`src/rtl/multiplicador_seq_4bits.sv`:
```
// ----------------------------------------------------------------------------
// multiplicador_seq_4bits
//   Sequential shift-and-add unit computing A = Q*B + R. It is the check path
//   for the divider: feeding the quotient/divisor/remainder back through it
//   must rebuild the original dividend. With R = 0 it is a plain multiplier.
//   One multiplier bit is retired per clock, so an operation takes N+2 cycles
//   (accept, N steps, done).
//
// Ports
//   clk    in   rising-edge clock
//   rst_n  in   asynchronous active-low reset
//   start  in   operation request, only looked at while idle
//   Q      in   [N-1:0]  multiplier (quotient)
//   B      in   [N-1:0]  multiplicand (divisor)
//   R      in   [N-1:0]  addend (remainder)
//   busy   out  high while the add/shift steps are running
//   done   out  one-cycle pulse; A and FIT are valid from this cycle on
//   A      out  [2N-1:0] registered result Q*B+R
//   FIT    out  1 when A fits in N bits (upper half zero)
// ----------------------------------------------------------------------------
module multiplicador_seq_4bits #(
    parameter int N = 4
) (
    input  logic           clk,
    input  logic           rst_n,
    input  logic           start,
    input  logic [N-1:0]   Q,
    input  logic [N-1:0]   B,
    input  logic [N-1:0]   R,
    output logic           busy,
    output logic           done,
    output logic [2*N-1:0] A,
    output logic           FIT
);

    localparam int CNT_W = (N > 1) ? $clog2(N) : 1;
    localparam logic [CNT_W-1:0] LAST_STEP = CNT_W'(N - 1);

    typedef enum logic [1:0] {
        IDLE = 2'd0,
        CALC = 2'd1,
        DONE = 2'd2
    } state_t;

    state_t           state;
    logic [2*N-1:0]   mcand;   // multiplicand, shifted left each step
    logic [N-1:0]     mplier;  // multiplier, shifted right each step
    logic [2*N-1:0]   acc;     // starts at R so the addend costs no extra cycle
    logic [CNT_W-1:0] cnt;

    // Accumulator value after the current step. The result never exceeds
    // 2^2N - 2^N, so dropping the carry-out is safe.
    logic [2*N-1:0]   acc_step;

    always_comb begin
        acc_step = acc;
        if (mplier[0])
            acc_step = acc + mcand;
    end

    always_ff @(posedge clk or negedge rst_n) begin
        if (!rst_n) begin
            state  <= IDLE;
            mcand  <= '0;
            mplier <= '0;
            acc    <= '0;
            cnt    <= '0;
            busy   <= 1'b0;
            done   <= 1'b0;
            A      <= '0;
            FIT    <= 1'b0;
        end else begin
            case (state)
                IDLE: begin
                    done <= 1'b0;
                    if (start) begin
                        mcand  <= {{N{1'b0}}, B};
                        mplier <= Q;
                        acc    <= {{N{1'b0}}, R};
                        cnt    <= '0;
                        busy   <= 1'b1;
                        state  <= CALC;
                    end else begin
                        busy   <= 1'b0;
                    end
                end

                CALC: begin
                    acc    <= acc_step;
                    mcand  <= mcand << 1;
                    mplier <= mplier >> 1;
                    cnt    <= cnt + 1'b1;
                    if (cnt == LAST_STEP) begin
                        // Publish straight from the step result so done and
                        // A line up on the same cycle.
                        A     <= acc_step;
                        FIT   <= (acc_step[2*N-1:N] == '0);
                        busy  <= 1'b0;
                        done  <= 1'b1;
                        state <= DONE;
                    end
                end

                DONE: begin
                    // start is deliberately ignored here; no request queuing.
                    done  <= 1'b0;
                    busy  <= 1'b0;
                    state <= IDLE;
                end

                default: begin
                    busy  <= 1'b0;
                    done  <= 1'b0;
                    state <= IDLE;
                end
            endcase
        end
    end

endmodule

```
`config.mk`:
```
export PLATFORM = sky130hd
export DESIGN_NAME = multiplicador_seq_4bits
export DESIGN_NICKNAME = d
export VERILOG_FILES = /design/src/rtl/multiplicador_seq_4bits.sv
export SDC_FILE = /design/constraint.sdc
export NUM_CORES = 1
export LEC_CHECK = 0
export ABC_CLOCK_PERIOD_IN_PS = 3600
export CORE_ASPECT_RATIO = 1.75
export CORE_UTILIZATION = 58
export CTS_CLUSTER_SIZE = 20
export DETAILED_ROUTE_END_ITERATION = 10
export GPL_TIMING_DRIVEN = 0
export PLACE_DENSITY = 0.81
export SLEW_MARGIN = 40
export SYNTH_ARGS = -nofsm -noshare
export SYNTH_HDL_FRONTEND = slang
export SYNTH_SLANG_ARGS = --single-unit
```
`constraint.sdc`:
```
create_clock -name clk -period 3.6 [get_ports clk]
set_clock_uncertainty 0.15 [all_clocks]
set_input_delay 0.72 -clock clk [delete_from_list [all_inputs] [get_ports clk]]
set_output_delay 0.72 -clock clk [all_outputs]
set_load 0.05 [all_outputs]
```
Word-level counts from Yosys, hierarchy flattened
Index checks and enable logic that the tools add are counted.
{"block": "classes", "n_addsub": 2, "mul": 0, "div_mod_pow": 0, "order_cmp": 0, "n_eq_ne": 4, "shifts": 0, "mux": 17, "bitwise": 0, "reduce_logical": 6}
{"cell": "$pmux W8 S2", "count": 2}
{"cell": "$mux W8", "count": 3}
{"cell": "$add A8 B8 Y8", "count": 1}
{"cell": "$pmux W2 S2", "count": 2}
{"cell": "$pmux W4 S2", "count": 1}
{"cell": "$mux W2", "count": 3}
{"cell": "$reduce_and A2 Y1", "count": 3}
{"cell": "$logic_not A4 Y1", "count": 1}
{"cell": "$mux W1", "count": 4}
{"cell": "$mux W4", "count": 1}
{"cell": "$ne A2 B2 Y1 const B", "count": 2}
{"cell": "$add A2 B1 Y2 const B", "count": 1}
{"cell": "$eq A2 B1 Y1 const B", "count": 1}
{"cell": "$eq A2 B2 Y1 const B", "count": 1}
{"cell": "$logic_not A2 Y1", "count": 1}
{"cell": "$pmux W1 S2", "count": 1}
{"cell": "$reduce_bool A2 Y1", "count": 1}
{"block": "totals", "ff_bits": 35, "latchBits": 0, "ramBits": 0, "rom_bits": 0, "in_bits": 15, "output_inout_bits": 11, "elab_cells": 38, "mem_count": 0}

Depth between registers and ports, before layout
Gate-level depths: netlist (run 1).
{"block": "depth", "ltp_word": 3, "depth_mapped": 9, "ltp_nobuf": 9}

Least setup slack after synthesis (run 1)
Ideal clock, no wire load.
{"block": "synth_path", "path_kind": "register to register", "start": "register mcand[0]", "end": "register FIT", "setup_time_ns": 0.120, "arrival_ns": 1.988, "required_time_ns": 3.330, "slack_ns": 1.342, "stages_incl_launch_ff": 10, "path_buffers": 0, "synth_period_minus_slack_ns": 2.258, "path_cell_list": "dfrtp_1 > ha_1 > inv_1 > fa_1 > nand2b_1 > a21oi_1 > o2111ai_1 > and4_4 > and4bb_1 > a31o_1"}
{"block": "synth_via", "elab_chain_len": 3}
{"element": "from (decl)", "line": "46", "rtl": "logic [2*N-1:0] mcand;"}
{"element": "from (signal assigned)", "line": "77", "rtl": "mcand <= {{N{1'b0}}, B};"}
{"element": "from (signal assigned)", "line": "90", "rtl": "mcand <= mcand << 1;"}
{"element": "$add A8 B8 Y8", "line": "58", "rtl": "acc_step = acc + mcand;"}
{"element": "$mux W8", "line": "57", "rtl": "if (mplier[0])"}
{"element": "$logic_not A4 Y1", "line": "97", "rtl": "FIT <= (acc_step[2*N-1:N] == '0);"}
{"element": "to (signal assigned)", "line": "97"}
{"element": "to (decl)", "line": "33", "rtl": "output logic FIT"}
Every way passes these cells.
A chain may end at the register's enable or synchronous reset.

Worst setup path after layout (run 1)
Ends and elaborated chain as after synthesis.

==> results of run 1 <==
==> per-layer routing <==
metal  wire (um)  up-vias
li1            -      753
met1        1620      795
met2        2600       60
met3         169       20
met4         228        0
met5           0        -
==> worst paths after layout <==
path / slack (ns) / depth (start not counted) / from / to
min reg2reg: 0.34 / 2 / A[6]$_DFFE_PN0P_ / A[6]$_DFFE_PN0P_
min in group clk: 0.34 / 2 / A[6]$_DFFE_PN0P_ / A[6]$_DFFE_PN0P_
max: 1.01 / 9 / mcand[0]$_DFFE_PN0P_ / FIT$_DFFE_PN0P_
max reg2reg: 1.01 / 9 / mcand[0]$_DFFE_PN0P_ / FIT$_DFFE_PN0P_
min: 0.19 / 1 / rst_n / acc[4]$_DFFE_PN0P_
max in group asynchronous: 2.67 / 2 / rst_n / acc[0]$_DFFE_PN0P_
==> registers in the layout, summed over array words and instances (netlist names) <==
register,count
A,8
FIT,1
acc,8
busy,1
cnt,2
done,1
mcand,8
mplier,4
state,2
==> cell families after synthesis <==
group / share of synthesized area [%]
xor+xnor: 0.956
simple gates: 14.7
flops: 47.8
fa+ha+maj: 6.55
buf+inv: 3.89
compound gates: 22.5
mux: 3.55
==> critical path, stage by stage, from the launching register on <==
cell	delay [ns]
dfrtp_1	0.39
ha_1	0.24
inv_1	0.07
fa_1	0.42
nand2b_1	0.20
a21oi_1	0.25
o2111ai_1	0.15
and4_4	0.22
and4bb_1	0.19
a31o_1	0.21
==> cell usage in the layout, fill, tap and decap left out, types with 3 or more instances in the layout <==
master            n
o21ai_0          25
or3_1             4
a211oi_1          3
clkbuf_8          5
mux2_2            4
a22o_1            7
a22oi_1           8
nor3_1            3
nand2_1          26
ha_1              8
inv_1             8
a31oi_1           4
a21oi_1           8
nor2_1            9
clkdlybuf4s50_1  24
dfrtp_1          35
clkbuf_1         12
nor2b_1           3
==> area by class of cell <==
cell class,instances,area [um2]
plain buffers,10,37.5
clock inverters,1,5.00
well taps,42,52.6
clock buffers,7,76.3
repair buffers,26,273
flip-flops and latches,35,876
inverters,9,33.8
fillers,207,721
multi-input cells,136,886
==> power breakdown <==
part	internal, mW	switching, mW
Sequential	0.548	0.113
Clock	0.136	0.137
Combinational	0.405	0.683
==> impl_metrics.tcl, run 1 <==
set metrics [dict create \
    detailed_place.area_mm2 0.00216 \
    grt_busiest_layer "met2" \
    synth_seq_area_share_pct 47.8 \
    ys_ff_latch 35 \
    fin_crit_sh_pct 72.1 \
    worstPathArrival_ns 2.63 \
    io_pins 26 \
    cts_setup_buffers 0 \
    first_global_vias 1741 \
    drtIter0Drc 63 \
    syn_area_mm2 0.00183 \
    setup_violations 0 \
    powerDensity_mw_per_mm2 903 \
    drt_pass1_iterations 5 \
    cp.required_ns 3.63 \
    peakVddDrop_mv 0.567 \
    place_hpwl_mm 3.44 \
    cts_tree "yes" \
    htreeDepth 2 \
    synth.distinct_cells 35 \
    dp.cells 258 \
    final_hold_viol_count 0 \
    grt_pass1_wl_mm 7.78 \
    worst-setup-path-type "reg2reg" \
    async_flop_share_pct 100 \
    synth_ff_type "dfrtp_1" \
    drt_wl_total_mm 4.62 \
    grtUsageMet1_pct 33.8 \
    final_cells 266 \
    core_mm2 0.00296 \
    use_met2_pct 53.2 \
    syn_inst 190 \
    num_rows 26 \
    drive_above_1_share_pct 7.14 \
    die_h_um 76.4 \
    portBuffers 25 \
    cts-root-buf "clkbuf_8" \
    drc 0 \
    grtUsageMet3_pct 4.98 \
    rsz0062_at_grt "false" \
    initial_core_util_pct 61.9 \
    cts_made_buffers 5 \
    cts_buffer_depth 2 \
    synth-edff-count 0 \
    synth.most_common_cell "dfrtp_1" \
    post_drt_wl_per_cell_um 17.4 \
    cts_resized 0 \
    synth_area_leaders "dfrtp_1 (48%), o21ai_0 (6.8%), ha_1 (5.5%)" \
    worst_setup_path_start_kind "register" \
    grt_max_degree 23 \
    die_w_um 44.5 \
    relSlewSlack_pct 62.0 \
    max-cap-violations 0 \
    grt_overflow 0 \
    postRouteAntennaNets 0 \
    vias 1628 \
    fin_util_pct 75.7 \
    synth_common_cells "dfrtp_1 (35), nand2_1 (26), o21ai_0 (25)" \
    post-route-cell-area_mm2 0.00224 \
    worst_slack_ns 1.01 \
    tightest_slew_ns 0.570 \
    fmax_mhz 385 \
    cts_hold_buf 0 \
    final.setup.tns_ns 0 \
    crit_path_end_kind "register" \
    worst_skew_pair.late_latency_ns 0.29 \
    path_max_fanout 3 \
    synth_largest_area_cell "dfrtp_1" \
    pre_cts_ws_ns 1.05 \
    clkSinkCount 35 \
    place.gp.congestion 0.865 \
    slew_viol_final 0 \
    antenna_found_initial 0 \
    synth_fp_nets 214 \
    status "complete, no violations" \
    ys_warn_count 0 \
    power_mw 2.02 \
    fin_hold_ws_ns 0.187 \
    syn_area_per_cell_um2 9.65 \
    via_per_inst 6.12 \
    num-nets-final 247 \
    layout-area-overhead-vs-synth_pct 22.2 \
    hp-class "in2async" \
    clk_pin_slew_ns 0.07 \
    dieArea_mm2 0.00340 \
    grt_usage_pct 31.0 \
    period_needed_ns 2.59 \
    leakagePower_nw 0.966 \
    antenna_cells 0 \
    yosys.area.top_type_share_pct 47.8 \
]
No activity file was read; power rests on OpenSTA's default activity.
==> run 2, diff against run 1 <==
Settings changed: ABC_CLOCK_PERIOD_IN_PS 3600 to 2400, CORE_UTILIZATION 58 to 54, PLACE_DENSITY 0.81 to 0.76.
Clock period 3.6 ns to 2.4 ns, I/O delays scaled along.
==> run 2 against run 1 <==
  * Critical path depth is 2 lower
  * Flip-flop and latch count stayed put
  * Critical path type unchanged
  * Largest cell class unchanged
  * Combinational power is 69% higher
==> impl_metrics.tcl, run 2 (synthesis gave the netlist of run 1 again) <==
set metrics [dict create \
    status "complete, no violations" \
    leakagePower_nw 1.03 \
    crit_family "simple AND/OR/NAND/NOR gates" \
    endpoint "FIT$_DFFE_PN0P_" \
    io_pins 26 \
    core_mm2 0.00318 \
    drtIter0Drc 78 \
    die_h_um 79.1 \
    worstPathArrival_ns 2.40 \
    initial_core_util_pct 57.7 \
    fin_hold_ws_ns 0.334 \
    fin_crit_sh_pct 98.8 \
    crit_path_start "mcand[3]$_DFFE_PN0P_" \
    powerDensity_mw_per_mm2 1430 \
    drt_wl_total_mm 4.93 \
    reg2reg_slack_ns 0.03 \
    met3_length_um 170 \
    grt_overflow 0 \
    final.setup.tns_ns 0 \
    cp.required_ns 2.43 \
    worst-setup-path-type "reg2reg" \
    antenna_cells 0 \
    layout-area-overhead-vs-synth_pct 32.4 \
    place.gp.congestion 0.860 \
    dr.max_layer_used "met4" \
    crit_path_end_kind "register" \
    antenna_found_initial 0 \
    relSlewSlack_pct 63.8 \
    slowest_stage "dfrtp_1" \
    setup_violations 0 \
    critical_path_cell_count 7 \
    reg2reg_from "mcand[3]$_DFFE_PN0P_" \
    power_mw 3.48 \
    cts_buffer_depth 2 \
    num_rows 27 \
    drive_above_1_share_pct 14.3 \
    drc 0 \
    detailed_place.area_mm2 0.00216 \
    slowest_delay_ns 0.43 \
    cts_tree "yes" \
    die_w_um 46.0 \
    met1Wirelength_mm 1.92 \
    worst_setup_path_start_kind "register" \
    grt_usage_pct 29.6 \
    dieArea_mm2 0.00364 \
    peakVddDrop_mv 0.983 \
    period_needed_ns 2.37 \
    slew_viol_final 0 \
    path_max_fanout 4 \
    final_cell_mix "dfrtp_1 (35), nand2_1 (26), clkdlybuf4s50_1 (24)" \
    num-nets-final 253 \
    drt_pass1_iterations 4 \
    hp-class "reg2reg" \
    worst_skew_pair.late_latency_ns 0.29 \
    fmax_mhz 422 \
    post_drt_wl_per_cell_um 18.1 \
    reg2reg_depth 7 \
    first_global_vias 1625 \
    clkSinkCount 35 \
    worstReg2RegEnd "FIT$_DFFE_PN0P_" \
    htreeDepth 2 \
    portBuffers 25 \
    wl_met2_mm 2.72 \
    clk_pin_slew_ns 0.07 \
    cts_made_buffers 5 \
    cp_cell_sequence "ha_1, o21ai_1, a21oi_4, or3_1, and4_4, and4bb_1, a31o_1" \
    place_hpwl_mm 3.37 \
    final_common_cell "dfrtp_1" \
    post-route-cell-area_mm2 0.00243 \
    vias 1632 \
    via_per_inst 5.98 \
    final_hold_viol_count 0 \
    grt_max_degree 19 \
    cts-root-buf "clkbuf_8" \
    postRouteAntennaNets 0 \
    cp.buffers_inverters 0 \
    tightest_slew_ns 0.544 \
    hold_depth 2 \
    max-cap-violations 0 \
    largest_registers "A (8), acc (8), mcand (8)" \
    grt_pass1_wl_mm 7.68 \
]
-- run 2: changes by cell type in the layout (fill, tap and decap cells not counted), moves of 2 or more --
cell	before	now
ha_1	8	4
buf_4	0	5
o21ai_0	25	23
bufinv_16	0	2
ha_4	0	3
a21oi_1	8	6
-- run 2: area by class of cell --
type | instances | area (um2)
flip-flops and latches | 35 | 876
repair buffers | 32 | 320
fillers | 245 | 749
multi-input cells | 136 | 972
clock inverters | 2 | 60.1
plain buffers | 10 | 37.5
inverters | 9 | 33.8
clock buffers | 6 | 72.6
well taps | 43 | 53.8
-- run 2: metrics by stage --
stage	instances	utilization, %	setup WS, ns
detailed placement	259	68.0	-0.132
floorplan	190	-	0.142
finish	273	76.4	0.0296
global route	273	76.4	-0.00604
CTS	271	74.2	0.000271
global placement	258	67.3	-0.0502
-- run 2: how the worst min path moves through the flow --
stage	start	endpoint	slack, ns
global route	A[7]$_DFFE_PN0P_	A[7]$_DFFE_PN0P_	0.37
global placement	mplier[1]$_DFFE_PN0P_	mplier[1]$_DFFE_PN0P_	0.31
CTS	A[7]$_DFFE_PN0P_	A[7]$_DFFE_PN0P_	0.34
detailed placement	rst_n	acc[4]$_DFFE_PN0P_	0.31
floorplan	rst_n	A[0]$_DFFE_PN0P_	0.03
finish	A[7]$_DFFE_PN0P_	A[7]$_DFFE_PN0P_	0.33
-- run 2: worst min-delay path, delay by kind of cell (launching register included) --
kind,cells,cell delay (ns)
simple gates,1,0.05
compound gates,1,0.06
flops,1,0.35
-- run 2: what timing repair did --
item,in CTS,in global routing
pin swaps,2,4
setup endpoints to repair,1,2
gates resized for setup,7,10
setup buffers,3,2
hold endpoints to repair,5,0
hold buffers,1,0
-- run 2: power breakdown --
group | total, mW | switching [mW] | leakage, nW | internal (mW)
logic | 1.84 | 1.11 | 0.506 | 0.729
registers | 1.01 | 0.189 | 0.455 | 0.821
clock network | 0.631 | 0.216 | 0.0654 | 0.415
total | 3.48 | 1.51 | 1.03 | 1.97
-- run 2: metal layers --
layer / vias up / global-route usage, %
li1: 764 / -
met1: 803 / 33.5
met2: 54 / 50.8
met3: 11 / 4.32
met4: 0 / 15.3
met5: - / 0
==> run 3, diff against run 2 <==
Settings changed: ABC_AREA from default to 1.
==> run 3 against run 2 <==
  * Sequential power hardly changed
  * Setup slack better by 0.28 ns
  * Fmax is 13% higher
  * Die area is 1.9% higher
  * Final cell count is 12% higher
  * Design area is 4.4% lower
  * Utilization is 4.2 points lower
  * Power is 7.0% higher
  * Non-clock buffer count is 9 lower
==> impl_metrics.tcl, run 3 <==
set metrics [dict create \
    syn_inst 228 \
    hold_depth 1 \
    portBuffers 25 \
    final_common_cell "nand2_1" \
    slowest_delay_ns 0.81 \
    pwr-share-clk_pct 14.3 \
    num-nets-final 286 \
    crit_path_end_kind "primary output" \
    worstReg2RegEnd "FIT$_DFFE_PN0P_" \
    async_flop_share_pct 100 \
    num_rows 27 \
    largest_registers "A (8), acc (8), mcand (8)" \
    die_h_um 79.8 \
    dieArea_mm2 0.00371 \
    power_mw 3.72 \
    cts_made_buffers 5 \
    period_needed_ns 2.09 \
    reg2reg_slack_ns 0.40 \
    hp-class "reg2reg" \
    p_comb_share_pct 58.1 \
    antenna_found_initial 0 \
    synthAdderAreaFrac_pct 6.43 \
    layout-area-overhead-vs-synth_pct 24.0 \
    reg2reg_depth 13 \
    dp.cells 297 \
    io_pins 26 \
    slowest_stage "clkdlybuf4s50_1" \
    fin_crit_sh_pct 87.2 \
    relSlewSlack_pct 63.8 \
    crit_family "buffers and inverters" \
    place_hpwl_mm 3.03 \
    drtIter0Drc 27 \
    tightest_slew_ns 0.543 \
    peakVddDrop_mv 1.07 \
    cts-root-buf "clkbuf_8" \
    grt_max_degree 25 \
    antenna_cells 0 \
    final_cells 306 \
    path_max_fanout 2 \
    slew_viol_final 0 \
    worst_skew_pair.late_latency_ns 0.29 \
    synth_seq_area_share_pct 46.9 \
    postRouteAntennaNets 0 \
    p_int_mw 1.96 \
    grt_usage_pct 25.9 \
    worst_setup_path_start_kind "register" \
    syn_area_per_cell_um2 8.20 \
    final_cell_mix "nand2_1 (65), dfrtp_1 (35), inv_1 (25)" \
    syn_area_mm2 0.00187 \
    grt_pass1_wl_mm 6.78 \
    reg2reg_from "mcand[0]$_DFFE_PN0P_" \
    synthSimpleGateAreaFrac_pct 25.8 \
    leakagePower_nw 1.17 \
    ys_ff_latch 35 \
    htreeDepth 2 \
    grt_overflow 0 \
    cp_cell_sequence "clkdlybuf4s50_1" \
    setup_violations 0 \
    swShare_pct 47.4 \
    die_w_um 46.5 \
    clkSinkCount 35 \
    cp.buffers_inverters 1 \
    drive_above_1_share_pct 10.3 \
    initial_core_util_pct 58.2 \
    ys_warn_count 0 \
    worstPathArrival_ns 1.46 \
    final_hold_viol_count 0 \
    vias 1575 \
    cts_setup_buffers 0 \
    synth_fp_nets 252 \
    synth.most_common_cell "nand2_1" \
    synth_top_family_by_area "simple AND/OR/NAND/NOR gates" \
    cts_buffer_depth 2 \
    drt_pass1_iterations 4 \
    cp.required_ns 1.77 \
    synth-edff-count 0 \
    synth-xor-area-share_pct 0.937 \
    synth_area_leaders "dfrtp_1 (47%), nand2_1 (13%), nand3_1 (5.9%)" \
    drt_wl_total_mm 4.03 \
    synth_largest_area_cell "dfrtp_1" \
    worst-setup-path-type "reg2out" \
    synth_common_cells "nand2_1 (65), dfrtp_1 (35), inv_1 (25)" \
    synth_mux_area_share_pct 0 \
    nFillCells 275 \
    synth_ff_type "dfrtp_1" \
    fin_hold_ws_ns 0.334 \
    synth.distinct_cells 28 \
    status "complete, no violations" \
    seqPwrFrac_pct 27.6 \
    place.gp.congestion 0.874 \
    cts_tree "yes" \
    clk_pin_slew_ns 0.08 \
    post_drt_wl_per_cell_um 13.2 \
    via_per_inst 5.15 \
    max-cap-violations 0 \
    switchingPower_mw 1.76 \
    yosys.area.top_type_share_pct 46.9 \
    fmax_mhz 478 \
    holdCritStartpoint "cnt[0]$_DFFE_PN0P_" \
    first_global_vias 1503 \
    rsz0062_at_grt "false" \
    powerDensity_mw_per_mm2 1610 \
    whs_endpoint "cnt[0]$_DFFE_PN0P_" \
    synth_compound_area_share_pct 12.0 \
    core_mm2 0.00321 \
    drc 0 \
]
run 3: changes by cell type after synthesis, moves of 7 or more:
cell | before | now
inv_1 | 8 | 25
nand2_1 | 26 | 65
clkbuf_1 | 10 | 1
o21ai_0 | 25 | 18
a22oi_1 | 8 | 0
nand3_1 | 0 | 22
run 3: cells by family (layout without fill, tap and decap cells):
group	after synthesis	count (layout)
simple gates	107	107
compound gates	40	40
buf+inv	35	70
xor+xnor	2	2
flops	35	35
fa+ha+maj	9	9
run 3: routing by layer:
metal	track usage [%]	up-vias	wire length [um]	share of wire, %
li1	-	807	-	-
met1	29.7	741	1600	40
met2	45.3	22	2270	56
met3	4.07	5	80	2.0
met4	9.71	0	80	2.0
met5	0	-	0	0
run 3: how the worst max path moves through the flow:
stage                    startpoint                    to  slack [ns]  depth (start not counted)
3_3_place_gp                  rst_n      A[7]$_DFFE_PN0P_       -0.07                          1
3_5_place_dp                  start  mcand[2]$_DFFE_PN0P_        0.25                         10
2_1_floorplan  mcand[0]$_DFFE_PN0P_       FIT$_DFFE_PN0P_        0.61                         13
4_1_cts            A[3]$_DFFE_PN0P_                  A[3]        0.29                          1
6_report           A[3]$_DFFE_PN0P_                  A[3]        0.31                          1
5_1_grt        mcand[0]$_DFFE_PN0P_       FIT$_DFFE_PN0P_        0.22                         14
run 3: layout make-up:
class                      count  area [um2]  share of cell area (%)
clock inverter                 3        43.8                    1.89
sequential                    35         876                    37.8
inverter                      29         109                    4.70
multi-input combinational    158         845                    36.4
clock buffer                   5        68.8                    2.97
buffer                         6        40.0                    1.73
timing repair buffer          27         283                    12.2
tap                           43        53.8                    2.32
run 3: per-stage QoR:
step | cell area (um2) | setup TNS (ns) | utilization, % | setup slack [ns]
after floorplan | 1870 | 0 | - | 0.607
after global placement | 2170 | -2.25 | 67.7 | -0.0662
after detailed placement | 2200 | 0 | 68.4 | 0.253
after CTS | 2320 | 0 | 72.2 | 0.294
after global routing | 2320 | 0 | 72.2 | 0.222
final | 2320 | 0 | 72.2 | 0.308
run 3: power groups by stage:
stage | Combinational, mW | Clock (mW) | Sequential, mW
floorplan | 1.34 | 0 | 1.27
global placement | 2.12 | 0 | 1.03
detailed placement | 2.16 | 0 | 1.04
CTS | 2.18 | 0.542 | 1.03
global route | 2.44 | 0.567 | 1.05
finish | 2.16 | 0.532 | 1.03
run 3: what timing repair did:
action	CTS	global route
gates resized for setup	0	0
hold buffers	1	0
hold endpoints to repair	11	0
setup endpoints to repair	0	0
